## config.mk

```make
export PLATFORM = sky130hd
export DESIGN_NAME = sram_axi_slave_flat
export DESIGN_NICKNAME = d
export VERILOG_FILES = /design/src/rtl/sram_axi_slave_if.sv /design/src/rtl/sram_axi_slave.sv /design/src/flat_wrapper.sv
export SDC_FILE = /design/constraint.sdc
export NUM_CORES = 1
export LEC_CHECK = 0
export CAP_MARGIN = 20
export CORE_AREA = 2 2 111 113
export DETAILED_ROUTE_END_ITERATION = 6
export DIE_AREA = 0 0 113 115
export GPL_ROUTABILITY_DRIVEN = 0
export PLACE_DENSITY = 0.69
export SYNTH_ARGS = -nofsm -noshare
export SYNTH_HDL_FRONTEND = slang
export SYNTH_SLANG_ARGS = --single-unit
```

## constraint.sdc

```tcl
create_clock -name clk -period 2.9 [get_ports clk]
set_input_delay 0.29 -clock clk [delete_from_list [all_inputs] [get_ports clk]]
set_output_delay 0.29 -clock clk [all_outputs]
set_load 0.1 [all_outputs]
```

## src/rtl/sram_axi_slave_if.sv

```systemverilog
// AXI3-style slave bus bundle for sram_axi_slave: AW, W, B, AR and R channels.
// The master modport is the bus initiator; the slave modport is the SRAM bridge.
interface sram_axi_slave_if #(
  parameter int IDW = 8
) ();
  logic [IDW-1:0] AWID;
  logic [31:0]    AWADDR;
  logic [3:0]     AWLEN;
  logic [2:0]     AWSIZE;
  logic [1:0]     AWBURST;
  logic           AWVALID;
  logic           AWREADY;

  logic [31:0]    WDATA;
  logic [3:0]     WSTRB;
  logic           WLAST;
  logic           WVALID;
  logic           WREADY;

  logic [IDW-1:0] BID;
  logic [1:0]     BRESP;
  logic           BVALID;
  logic           BREADY;

  logic [IDW-1:0] ARID;
  logic [31:0]    ARADDR;
  logic [3:0]     ARLEN;
  logic [2:0]     ARSIZE;
  logic [1:0]     ARBURST;
  logic           ARVALID;
  logic           ARREADY;

  logic [IDW-1:0] RID;
  logic [31:0]    RDATA;
  logic [1:0]     RRESP;
  logic           RLAST;
  logic           RVALID;
  logic           RREADY;

  modport master (
    output AWID, AWADDR, AWLEN, AWSIZE, AWBURST, AWVALID, input AWREADY,
    output WDATA, WSTRB, WLAST, WVALID, input WREADY,
    input  BID, BRESP, BVALID, output BREADY,
    output ARID, ARADDR, ARLEN, ARSIZE, ARBURST, ARVALID, input ARREADY,
    input  RID, RDATA, RRESP, RLAST, RVALID, output RREADY
  );

  modport slave (
    input  AWID, AWADDR, AWLEN, AWSIZE, AWBURST, AWVALID, output AWREADY,
    input  WDATA, WSTRB, WLAST, WVALID, output WREADY,
    output BID, BRESP, BVALID, input BREADY,
    input  ARID, ARADDR, ARLEN, ARSIZE, ARBURST, ARVALID, output ARREADY,
    output RID, RDATA, RRESP, RLAST, RVALID, input RREADY
  );
endinterface

```

## src/rtl/sram_axi_slave.sv

```systemverilog
// Single-outstanding AXI slave bridging bursts onto a 1-cycle-latency synchronous SRAM.
// State table: IDLE accept AW/AR | READ stream beats | WRITE accept W beats | RESP drive B.
module sram_axi_slave #(
  parameter int IDW = 8,
  parameter int AW  = 14
) (
  input  logic                clk,
  input  logic                rst,
  sram_axi_slave_if.slave     axi,
  output logic                CEB,
  output logic                WEB,
  output logic [3:0]          BWEB,
  output logic [AW-1:0]       A,
  output logic [31:0]         DI,
  input  logic [31:0]         DO
);

  typedef enum logic [1:0] {IDLE, READ, WRITE, RESP} state_e;

  state_e         state_q, state_d;
  logic [IDW-1:0] id_q, id_d;
  logic [AW-1:0]  addr_q, addr_d;
  logic [3:0]     len_q, len_d;
  logic [3:0]     cnt_q, cnt_d;
  logic [1:0]     burst_q, burst_d;
  logic           rvalid_q, rvalid_d;

  logic [AW-1:0]  addr_nxt;
  logic           rlast;
  logic           r_hs;
  logic           unused_inputs;

  assign unused_inputs = ^{axi.AWLEN, axi.AWSIZE, axi.ARSIZE,
                           axi.AWADDR[31:AW+2], axi.AWADDR[1:0],
                           axi.ARADDR[31:AW+2], axi.ARADDR[1:0]};

  // FIXED holds the word address; INCR (and anything else) steps it, wrapping at 2^AW.
  assign addr_nxt = (burst_q == 2'b00) ? addr_q : addr_q + AW'(1);
  assign rlast    = rvalid_q && (cnt_q == len_q);
  assign r_hs     = rvalid_q && axi.RREADY;

  always_comb begin
    state_d     = state_q;
    id_d        = id_q;
    addr_d      = addr_q;
    len_d       = len_q;
    cnt_d       = cnt_q;
    burst_d     = burst_q;
    rvalid_d    = rvalid_q;

    axi.AWREADY = 1'b0;
    axi.ARREADY = 1'b0;
    axi.WREADY  = 1'b0;
    axi.BVALID  = 1'b0;
    axi.BID     = id_q;
    axi.BRESP   = 2'b00;
    axi.RID     = id_q;
    axi.RRESP   = 2'b00;
    axi.RDATA   = DO;
    axi.RVALID  = rvalid_q;
    axi.RLAST   = rlast;
    CEB         = 1'b1;
    WEB         = 1'b1;
    BWEB        = 4'hF;
    A           = addr_q;
    DI          = 32'h0;

    case (state_q)
      IDLE: begin
        axi.AWREADY = axi.AWVALID;
        axi.ARREADY = axi.ARVALID & ~axi.AWVALID;
        rvalid_d    = 1'b0;
        if (axi.AWVALID) begin
          id_d    = axi.AWID;
          addr_d  = axi.AWADDR[AW+1:2];
          burst_d = axi.AWBURST;
          state_d = WRITE;
        end else if (axi.ARVALID) begin
          id_d    = axi.ARID;
          addr_d  = axi.ARADDR[AW+1:2];
          len_d   = axi.ARLEN;
          burst_d = axi.ARBURST;
          cnt_d   = 4'd0;
          state_d = READ;
        end
      end
      READ: begin
        // The SRAM is read every cycle; a stall re-reads the same word so RDATA holds.
        CEB      = 1'b0;
        rvalid_d = 1'b1;
        if (r_hs) begin
          A      = addr_nxt;
          addr_d = addr_nxt;
          cnt_d  = cnt_q + 4'd1;
          if (rlast) begin
            CEB      = 1'b1;
            rvalid_d = 1'b0;
            state_d  = IDLE;
          end
        end
      end
      WRITE: begin
        axi.WREADY = 1'b1;
        if (axi.WVALID) begin
          CEB    = 1'b0;
          WEB    = 1'b0;
          BWEB   = axi.WSTRB;
          DI     = axi.WDATA;
          addr_d = addr_nxt;
          if (axi.WLAST) state_d = RESP;
        end
      end
      RESP: begin
        axi.BVALID = 1'b1;
        if (axi.BREADY) state_d = IDLE;
      end
      default: state_d = IDLE;
    endcase
  end

  always_ff @(posedge clk) begin
    if (rst) begin
      state_q  <= IDLE;
      id_q     <= '0;
      addr_q   <= '0;
      len_q    <= '0;
      cnt_q    <= '0;
      burst_q  <= '0;
      rvalid_q <= 1'b0;
    end else begin
      state_q  <= state_d;
      id_q     <= id_d;
      addr_q   <= addr_d;
      len_q    <= len_d;
      cnt_q    <= cnt_d;
      burst_q  <= burst_d;
      rvalid_q <= rvalid_d;
    end
  end

endmodule
```

## src/flat_wrapper.sv

```systemverilog
// flat-port wrapper written by rule: the top's interface ports become plain ports
module sram_axi_slave_flat 
#(
  parameter int IDW = 8,
  parameter int AW  = 14
)
  (clk, rst, CEB, WEB, BWEB, A, DI, DO, axi_AWID, axi_AWADDR, axi_AWLEN, axi_AWSIZE, axi_AWBURST, axi_AWVALID, axi_AWREADY, axi_WDATA, axi_WSTRB, axi_WLAST, axi_WVALID, axi_WREADY, axi_BID, axi_BRESP, axi_BVALID, axi_BREADY, axi_ARID, axi_ARADDR, axi_ARLEN, axi_ARSIZE, axi_ARBURST, axi_ARVALID, axi_ARREADY, axi_RID, axi_RDATA, axi_RRESP, axi_RLAST, axi_RVALID, axi_RREADY);
  sram_axi_slave_if #(.IDW(IDW)) axi_i ();
  input  logic clk;
  input  logic rst;
  output logic CEB;
  output logic WEB;
  output logic [3:0] BWEB;
  output logic [AW-1:0] A;
  output logic [31:0] DI;
  input  logic [31:0] DO;
  input wire logic [$bits(axi_i.AWID)-1:0] axi_AWID;
  input wire logic [$bits(axi_i.AWADDR)-1:0] axi_AWADDR;
  input wire logic [$bits(axi_i.AWLEN)-1:0] axi_AWLEN;
  input wire logic [$bits(axi_i.AWSIZE)-1:0] axi_AWSIZE;
  input wire logic [$bits(axi_i.AWBURST)-1:0] axi_AWBURST;
  input wire logic [$bits(axi_i.AWVALID)-1:0] axi_AWVALID;
  output wire logic [$bits(axi_i.AWREADY)-1:0] axi_AWREADY;
  input wire logic [$bits(axi_i.WDATA)-1:0] axi_WDATA;
  input wire logic [$bits(axi_i.WSTRB)-1:0] axi_WSTRB;
  input wire logic [$bits(axi_i.WLAST)-1:0] axi_WLAST;
  input wire logic [$bits(axi_i.WVALID)-1:0] axi_WVALID;
  output wire logic [$bits(axi_i.WREADY)-1:0] axi_WREADY;
  output wire logic [$bits(axi_i.BID)-1:0] axi_BID;
  output wire logic [$bits(axi_i.BRESP)-1:0] axi_BRESP;
  output wire logic [$bits(axi_i.BVALID)-1:0] axi_BVALID;
  input wire logic [$bits(axi_i.BREADY)-1:0] axi_BREADY;
  input wire logic [$bits(axi_i.ARID)-1:0] axi_ARID;
  input wire logic [$bits(axi_i.ARADDR)-1:0] axi_ARADDR;
  input wire logic [$bits(axi_i.ARLEN)-1:0] axi_ARLEN;
  input wire logic [$bits(axi_i.ARSIZE)-1:0] axi_ARSIZE;
  input wire logic [$bits(axi_i.ARBURST)-1:0] axi_ARBURST;
  input wire logic [$bits(axi_i.ARVALID)-1:0] axi_ARVALID;
  output wire logic [$bits(axi_i.ARREADY)-1:0] axi_ARREADY;
  output wire logic [$bits(axi_i.RID)-1:0] axi_RID;
  output wire logic [$bits(axi_i.RDATA)-1:0] axi_RDATA;
  output wire logic [$bits(axi_i.RRESP)-1:0] axi_RRESP;
  output wire logic [$bits(axi_i.RLAST)-1:0] axi_RLAST;
  output wire logic [$bits(axi_i.RVALID)-1:0] axi_RVALID;
  input wire logic [$bits(axi_i.RREADY)-1:0] axi_RREADY;
  assign axi_i.AWID = axi_AWID;
  assign axi_i.AWADDR = axi_AWADDR;
  assign axi_i.AWLEN = axi_AWLEN;
  assign axi_i.AWSIZE = axi_AWSIZE;
  assign axi_i.AWBURST = axi_AWBURST;
  assign axi_i.AWVALID = axi_AWVALID;
  assign axi_AWREADY = axi_i.AWREADY;
  assign axi_i.WDATA = axi_WDATA;
  assign axi_i.WSTRB = axi_WSTRB;
  assign axi_i.WLAST = axi_WLAST;
  assign axi_i.WVALID = axi_WVALID;
  assign axi_WREADY = axi_i.WREADY;
  assign axi_BID = axi_i.BID;
  assign axi_BRESP = axi_i.BRESP;
  assign axi_BVALID = axi_i.BVALID;
  assign axi_i.BREADY = axi_BREADY;
  assign axi_i.ARID = axi_ARID;
  assign axi_i.ARADDR = axi_ARADDR;
  assign axi_i.ARLEN = axi_ARLEN;
  assign axi_i.ARSIZE = axi_ARSIZE;
  assign axi_i.ARBURST = axi_ARBURST;
  assign axi_i.ARVALID = axi_ARVALID;
  assign axi_ARREADY = axi_i.ARREADY;
  assign axi_RID = axi_i.RID;
  assign axi_RDATA = axi_i.RDATA;
  assign axi_RRESP = axi_i.RRESP;
  assign axi_RLAST = axi_i.RLAST;
  assign axi_RVALID = axi_i.RVALID;
  assign axi_i.RREADY = axi_RREADY;
  sram_axi_slave #(.IDW(IDW), .AW(AW)) u_core (.clk(clk), .rst(rst), .axi(axi_i), .CEB(CEB), .WEB(WEB), .BWEB(BWEB), .A(A), .DI(DI), .DO(DO));
endmodule
```

======== Word level (Yosys, flattened, before mapping) ========
Index checks and enable logic that the tools add are counted.
W data, S select, Z words.
operators by class
  reduce and logical (&&, ||, !) cells .... 12
  add/sub/neg operators ................... 2
  bitwise gates (word level) .............. 2
  multiplexer cells ....................... 39
  equal/unequal tests ..................... 12
operators by type and width
  kind                     number
  $mux W14                 6
  $mux W32                 2
  $pmux W14 S3             1
  $mux W4                  5
  $mux W2                  9
  $mux W8                  2
  $add A14 B1 Y14 const B  1
  $ne A2 B2 Y1 const B     6
  $mux W1                  10
  $pmux W2 S4              1
  $pmux W4 S2              1
  $reduce_and A3 Y1        2
  $reduce_and A6 Y1        1
  $add A4 B1 Y4 const B    1
  $eq A2 B2 Y1 const B     2
  $eq A4 B4 Y1             1
  $logic_not A2 Y1         2
  $pmux W1 S2              2
  $reduce_and A4 Y1        1
  $reduce_bool A2 Y1       2
  $ne A3 B3 Y1 const B     1
  $reduce_bool A3 Y1       1
  $eq A2 B1 Y1 const B     1
  $logic_and A1 B1 Y1      2
  other kinds (4)          4
storage, ports and cells
  output and inout port bits .............. 110
  register bits after elaboration ......... 35

======== Depth between registers and ports, before layout ========
  word-level depth ........................ 5
  mapped depth ............................ 9

======== Worst setup path after synthesis ========
Ideal clock, no wire load.
  path kind ............................... register to output
  from .................................... register u_core.rvalid_q (netlist: u_core.axi.RVALID)
  to ...................................... output port A[10]
  stages on the path, launching flop included .. 6
  data arrival time ....................... 3.354 ns
  setup slack ............................. -0.744 ns
  path buffers ............................ 1
  path through ............................ dfxtp_1 and3_1 clkbuf_1 and2_2 nand4_1 xnor2_1
on the way
  cells in the longest elaborated chain, start to end .. 3
RTL lines
  what                      line                   RTL
  start: declaration        sram_axi_slave.sv:26   logic rvalid_q, rvalid_d;
  start signal: assignment  sram_axi_slave.sv:137  rvalid_q <= rvalid_d;
  $logic_and A1 B1 Y1       sram_axi_slave.sv:40   assign r_hs = rvalid_q && axi.RREADY;
  $mux W14                  -
  $mux W14                  sram_axi_slave.sv:68   case (state_q)
  end: declaration          flat_wrapper.sv:14     output logic [AW-1:0] A;
Every way passes these cells.

======== Final worst setup path ========
  from .................................... register u_core.state_q[1]
  to ...................................... output port A[11]
on the way
  cells in the longest elaborated chain, start to end .. 2
RTL lines
  what                      line                   RTL
  start: declaration        sram_axi_slave.sv:20   state_e state_q, state_d;
  start signal: assignment  sram_axi_slave.sv:131  state_q <= state_d;
  $eq A2 B1 Y1              sram_axi_slave.sv:68
  $mux W14                  sram_axi_slave.sv:68
Every way passes these cells.

==> flow_summary.ini <==
[logic_synthesis]
syn-cell-area_mm2 = 0.00311
synth_top_cell_by_area = dfxtp_1
synth_area_leaders = dfxtp_1 23%, buf_4 11%, mux2i_1 7.7%
synth_ff_type = dfxtp_1
syn_inst = 398
ys_ff_latch = 35
synth_edf_count = 0
synth_top_area_share_pct = 22.6
synth_seq_area_share_pct = 22.6
synth_cell_types = 65
async_flop_share_pct = 0
ys_warn_count = 0
syn_avg_cell_area_um2 = 7.81
yosysMostFrequentCell = buf_4
synth_top_cells_by_count = 47 x buf_4, 37 x and3_1, 35 x dfxtp_1, 33 x nor2_1, 30 x nand2_1

[clock_network]
clkLatencyLatePin_ns = 0.27
cts_tree = yes
cts-resized-gates = 0
cts.sink_count = 35
root_buffer = clkbuf_16
cts_setup_buffers = 0
clkSlewWorstSetupHoldPaths_ns = 0.05
cts_made_buffers = 5
hold_buffers = 0
max-clock-path-buffers = 2
cts_max_level = 2

[route]
drt_iter0_markers = 182
drt-wirelength-per-cell_um = 16.8
dr_total_vias = 3311
drt_wl_total_mm = 11.1
firstDrtPassIters = 7
drtAntennaViolNets = 0
drc = 11
routed_via_density = 5.01

[critical_path]
endpoint = A[11]
r2r-start = u_core.state_q[0]$_SDFFE_PP0P_
path_max_fanout = 11
critical_path_arrival_ns = 2.43
worstSetupStartpoint = u_core.state_q[1]$_SDFFE_PP0P_
startpoint_type = flip-flop
critical_path_required_ns = 2.61
reg2reg_slack_ns = 0.58
critPathCaptureType = output pin
r2r-end = u_core.addr_q[8]$_SDFFE_PP0P_
reg2regPathDepth = 8
path_class = reg2out

[die]
rows = 40
die_y_um = 115
io_pins = 284
die_area_mm2 = 0.0130
fp.dieW_um = 113
coreArea_mm2 = 0.0118
start_util_pct = 26.3

[global_route]
grt_pass1_wl_mm = 17.0
gr-total-overflow = 0
grt_max_degree = 27
grt_util_all_layers_pct = 16.2
antenna_found_initial = 0
grt_pass1_vias = 3196

[cells_and_area]
n_fill_cell = 1162
multi_input_area_mm2 = 0.00209
num_antenna_cells = 0
final_area_mm2 = 0.00535
nets = 693
register_area_um2 = 701
syn_to_final_growth_pct = 72.1
drive_gt1_share_pct = 23.9

[run_status]
status = finished with violations
violations = DRC

[place]
io_buffers = 169
place_hpwl_mm = 9.02
place_ws_ns = 0.483
placed_cell_area_mm2 = 0.00521

[pwr]
p_leak_nw = 2.26
power_density_mw_per_mm2 = 1140
ir_drop_mv = 0.492

[timing]
drv_slew = 0
period_needed_ns = 2.72
relSlewSlack_pct = 46.4
tns_ns = 0
report.final.setup_viol = 0
worstMarginPinSlew_ns = 0.801
setup_ws_ns = 0.181
fmax_mhz = 368
hold_viol_final = 0
rsz0062_at_grt = no
fin_worst_skew_ns = 0.00867
timing.final.crit_share_pct = 93.7

[worst_hold_path]
hold_class = reg2reg

[job]
maxCapViolCount = 0
[power breakdown]
part,internal (mW),switching (mW)
registers,0.643,0.267
logic,1.50,3.15
clock network,0.317,0.194
total,2.46,3.62
[state kept, by name (all words and copies together) (netlist names)]
| signal | count |
|---|---|
| u_core.addr_q | 14 |
| u_core.axi.RVALID | 1 |
| u_core.state_q | 2 |
| u_core.cnt_q | 4 |
| u_core.len_q | 4 |
| u_core.burst_q | 2 |
| u_core.axi.BID | 8 |
[worst min path at each step]
stage,startpoint,endpoint,cells after the start
4_1_cts,u_core.len_q[0]$_SDFFE_PP0P_,u_core.len_q[0]$_SDFFE_PP0P_,2
2_1_floorplan,axi_ARLEN[0],u_core.len_q[0]$_SDFFE_PP0P_,2
6_report,u_core.len_q[0]$_SDFFE_PP0P_,u_core.len_q[0]$_SDFFE_PP0P_,2
5_1_grt,u_core.len_q[0]$_SDFFE_PP0P_,u_core.len_q[0]$_SDFFE_PP0P_,2
3_5_place_dp,u_core.len_q[0]$_SDFFE_PP0P_,u_core.len_q[0]$_SDFFE_PP0P_,2
3_3_place_gp,u_core.len_q[3]$_SDFFE_PP0P_,u_core.len_q[3]$_SDFFE_PP0P_,2
[cell type report]
| class | instances | share of cell area [%] |
|---|---|---|
| clock buffer | 7 | 2.48 |
| clock inverter | 1 | 0.0936 |
| timing repair buffer | 178 | 41.5 |
| tap | 147 | 3.44 |
| multi-input combinational | 288 | 39.0 |
| inverter | 5 | 0.351 |
| sequential | 35 | 13.1 |
[layer usage]
metal	track usage (%)	up-vias	wire length [um]
met3	3.85	8	985
li1	-	1598	-
met2	27.2	162	5340
met1	21.7	1543	4680
met5	0	-	0
met4	2.85	0	89
[cell families after synthesis]
group,Yosys count,synth area share (%)
xor gates and xnor gates,23,6.48
and+or+nand+nor,148,25.9
DFF,35,22.6
other,1,0.121
adders and majority gates,6,2.42
muxes,26,8.46
AOI/OAI and AO/OA,81,18.4
buffers and inverters,78,15.7
[stage by stage]
step                      std cells  util (%)  hold slack [ns]  power (mW)
after global routing            661      45.3            0.499        6.35
after detailed placement        653      44.1            0.462        5.57
final                           661      45.3            0.466        6.07
after CTS                       661      45.3            0.470        6.09
after global placement          653      44.1            0.459        5.49
after floorplan                 401         -            0.426        4.44
[critical path, cell delays in order (launching register included)]
cell	delay (ns)
dfxtp_1	0.33
inv_1	0.11
ha_1	0.37
nand3_1	0.38
nor3_1	0.59
xor2_4	0.20
buf_12	0.19
[placed cells by master, fill, tap and decap left out, types with 5 or more instances in the layout]
master	count
clkdlybuf4s50_1	94
buf_12	52
and3_1	37
dfxtp_1	35
nor2_1	33
buf_4	31
nand2_1	30
mux2i_1	24
a21oi_1	21
a211oi_1	15
nand4_1	8
o21ai_1	8
xor2_1	6
inv_1	5
xor2_2	5
ha_1	5
clkbuf_16	5
Note: power is estimated with default switching activity, not from simulation.
==> patch (config.mk and constraints unchanged) <==
`IDW` is set to 8 in 3 places; all go to 9.
--- a/src/rtl/sram_axi_slave_if.sv
+++ b/src/rtl/sram_axi_slave_if.sv
@@ -2,5 +2,5 @@
 // The master modport is the bus initiator; the slave modport is the SRAM bridge.
 interface sram_axi_slave_if #(
-  parameter int IDW = 8
+  parameter int IDW = 9
 ) ();
   logic [IDW-1:0] AWID;
--- a/src/rtl/sram_axi_slave.sv
+++ b/src/rtl/sram_axi_slave.sv
@@ -2,5 +2,5 @@
 // State table: IDLE accept AW/AR | READ stream beats | WRITE accept W beats | RESP drive B.
 module sram_axi_slave #(
-  parameter int IDW = 8,
+  parameter int IDW = 9,
   parameter int AW  = 14
 ) (
--- a/src/flat_wrapper.sv
+++ b/src/flat_wrapper.sv
@@ -2,5 +2,5 @@
 module sram_axi_slave_flat 
 #(
-  parameter int IDW = 8,
+  parameter int IDW = 9,
   parameter int AW  = 14
 )
Ports: changed (resized axi_ARID, axi_AWID, axi_BID and axi_RID); port bits go from 284 to 288. The function was not compared with the original's and may differ.
==> patch against the unedited design <==
- critical endpoint is now A[7]
- the flow still finishes with violations (design-rule violations)
- power is 11% lower
- area after synthesis grew 4.2%
- critical path depth up 1
- combinational power is 15% lower
- routed wire length fell by 0.76%
- cell count grew 1.2%
- setup slack gained 0.088 ns
- sequential cell count rose by 1
- largest cell class unchanged
- cell area grew 2.5%
==> patch: results (changes against the unedited design) <==
Number of global-route vias before repair: 3,245 (+1.5%)
Port-buffer cells: 173 (+2.4%)
HP Start: u_core.cnt_q[3]
Ranking of synthesized cells by area: dfxtp_1 22%, buf_4 12%, mux2i_1 7.1%
Nets: 703 (+1.4%)
Place WS: 0.480 ns (-0.00253 ns)
Finished Layout Cells: 669 (+1.2%)
Failing checks: design-rule violations
DRT Pass-1 Iters: 6 (-1)
Lkg Pwr: 0.00234 uW (+3.6%)
Via count: 3,366 (+1.7%)
Largest net degree at the start of global routing: 35 (+30%)
VDD IR max: 0.000788 V (+60%)
Hold Crit Depth: 2 (unchanged)
Adder-cell area share of the yosys netlist: 2.32% (-0.098 points)
List of most frequent post-synthesis cells: 52 x buf_4, 37 x nor2_1, 36 x dfxtp_1, 35 x and3_1, 27 x nand2_1
Layout cells sized above 1: 25.9% (+1.9 points)
Skew final: 0.00609 ns (-0.00258 ns)
Placement Cell Area: 5310 um2 (+2.0%)
R2R depth: 6 (-2)
Final WL: 11.0 mm (-0.76%)
CP startpoint: u_core.state_q[1]
Compound-gate portion of the synthesized area: 17.8% (-0.59 points)
DP Wirelength: 8.90 mm (-1.4%)
End of the critical path: A[7]
Mapped Cells: 404 (+1.5%)
Fill cells: 1,123 (-3.4%)
Crit Path Max Fanout: 12 (+1)
Area share of xor/xnor cells in the synthesized design: 5.68% (-0.80 points)
Status: finished, violations left
Setup ws final: 0.270 ns (+0.0883 ns)
Worst R2R End: u_core.addr_q[13]
Critical Path Max Stage Delay: 0.40 ns (-0.19 ns)
Total GRT Usage: 16.0% (-0.20 points)
DRC Markers: 10 (-1)
Post-synthesis sequential area ratio: 22.3% (-0.30 points)
Slowest CP cell: ha_1
Worst-Margin Slew: 0.718 ns (-0.0831 ns)
Hold Path Sink: u_core.cnt_q[3]
-- patch: changes by cell type after synthesis, sizes merged, moves of 4 or more --
cell / delta
a21oi: -12
and2: -4
inv: +5
mux2: +6
nand2: -4
nand3: +5
nand4: -5
nor2: +4
-- patch: area by class of cell --
type	count	area, um2	share of cell area (%)
clock buffers	5	125	2.28
clock inverters	3	42.5	0.776
inverters	10	37.5	0.685
multi-input cells	286	2110	38.6
flip-flops and latches	36	722	13.2
well taps	147	184	3.36
repair buffers	182	2250	41.1
-- patch: layer usage --
layer  vias up  part of all wire (%)  GRT usage (%)
met5         -                     0              0
met4         0                  0.62           2.76
met3        10                   8.6           3.37
met2       184                    47           25.7
met1      1545                    44           22.6
li1       1627                     -              -
-- patch: where the power goes --
group	switching (uW)	leakage [uW]	internal [uW]
registers	213	0.000297	642
logic	2670	0.00197	1250
clock network	211	0.0000798	404
total	3100	0.00234	2300
-- patch: worst min-delay path: stages (launching register included) --
cell	delay, ns
dfxtp_1	0.33
nand2_1	0.06
a21oi_1	0.05
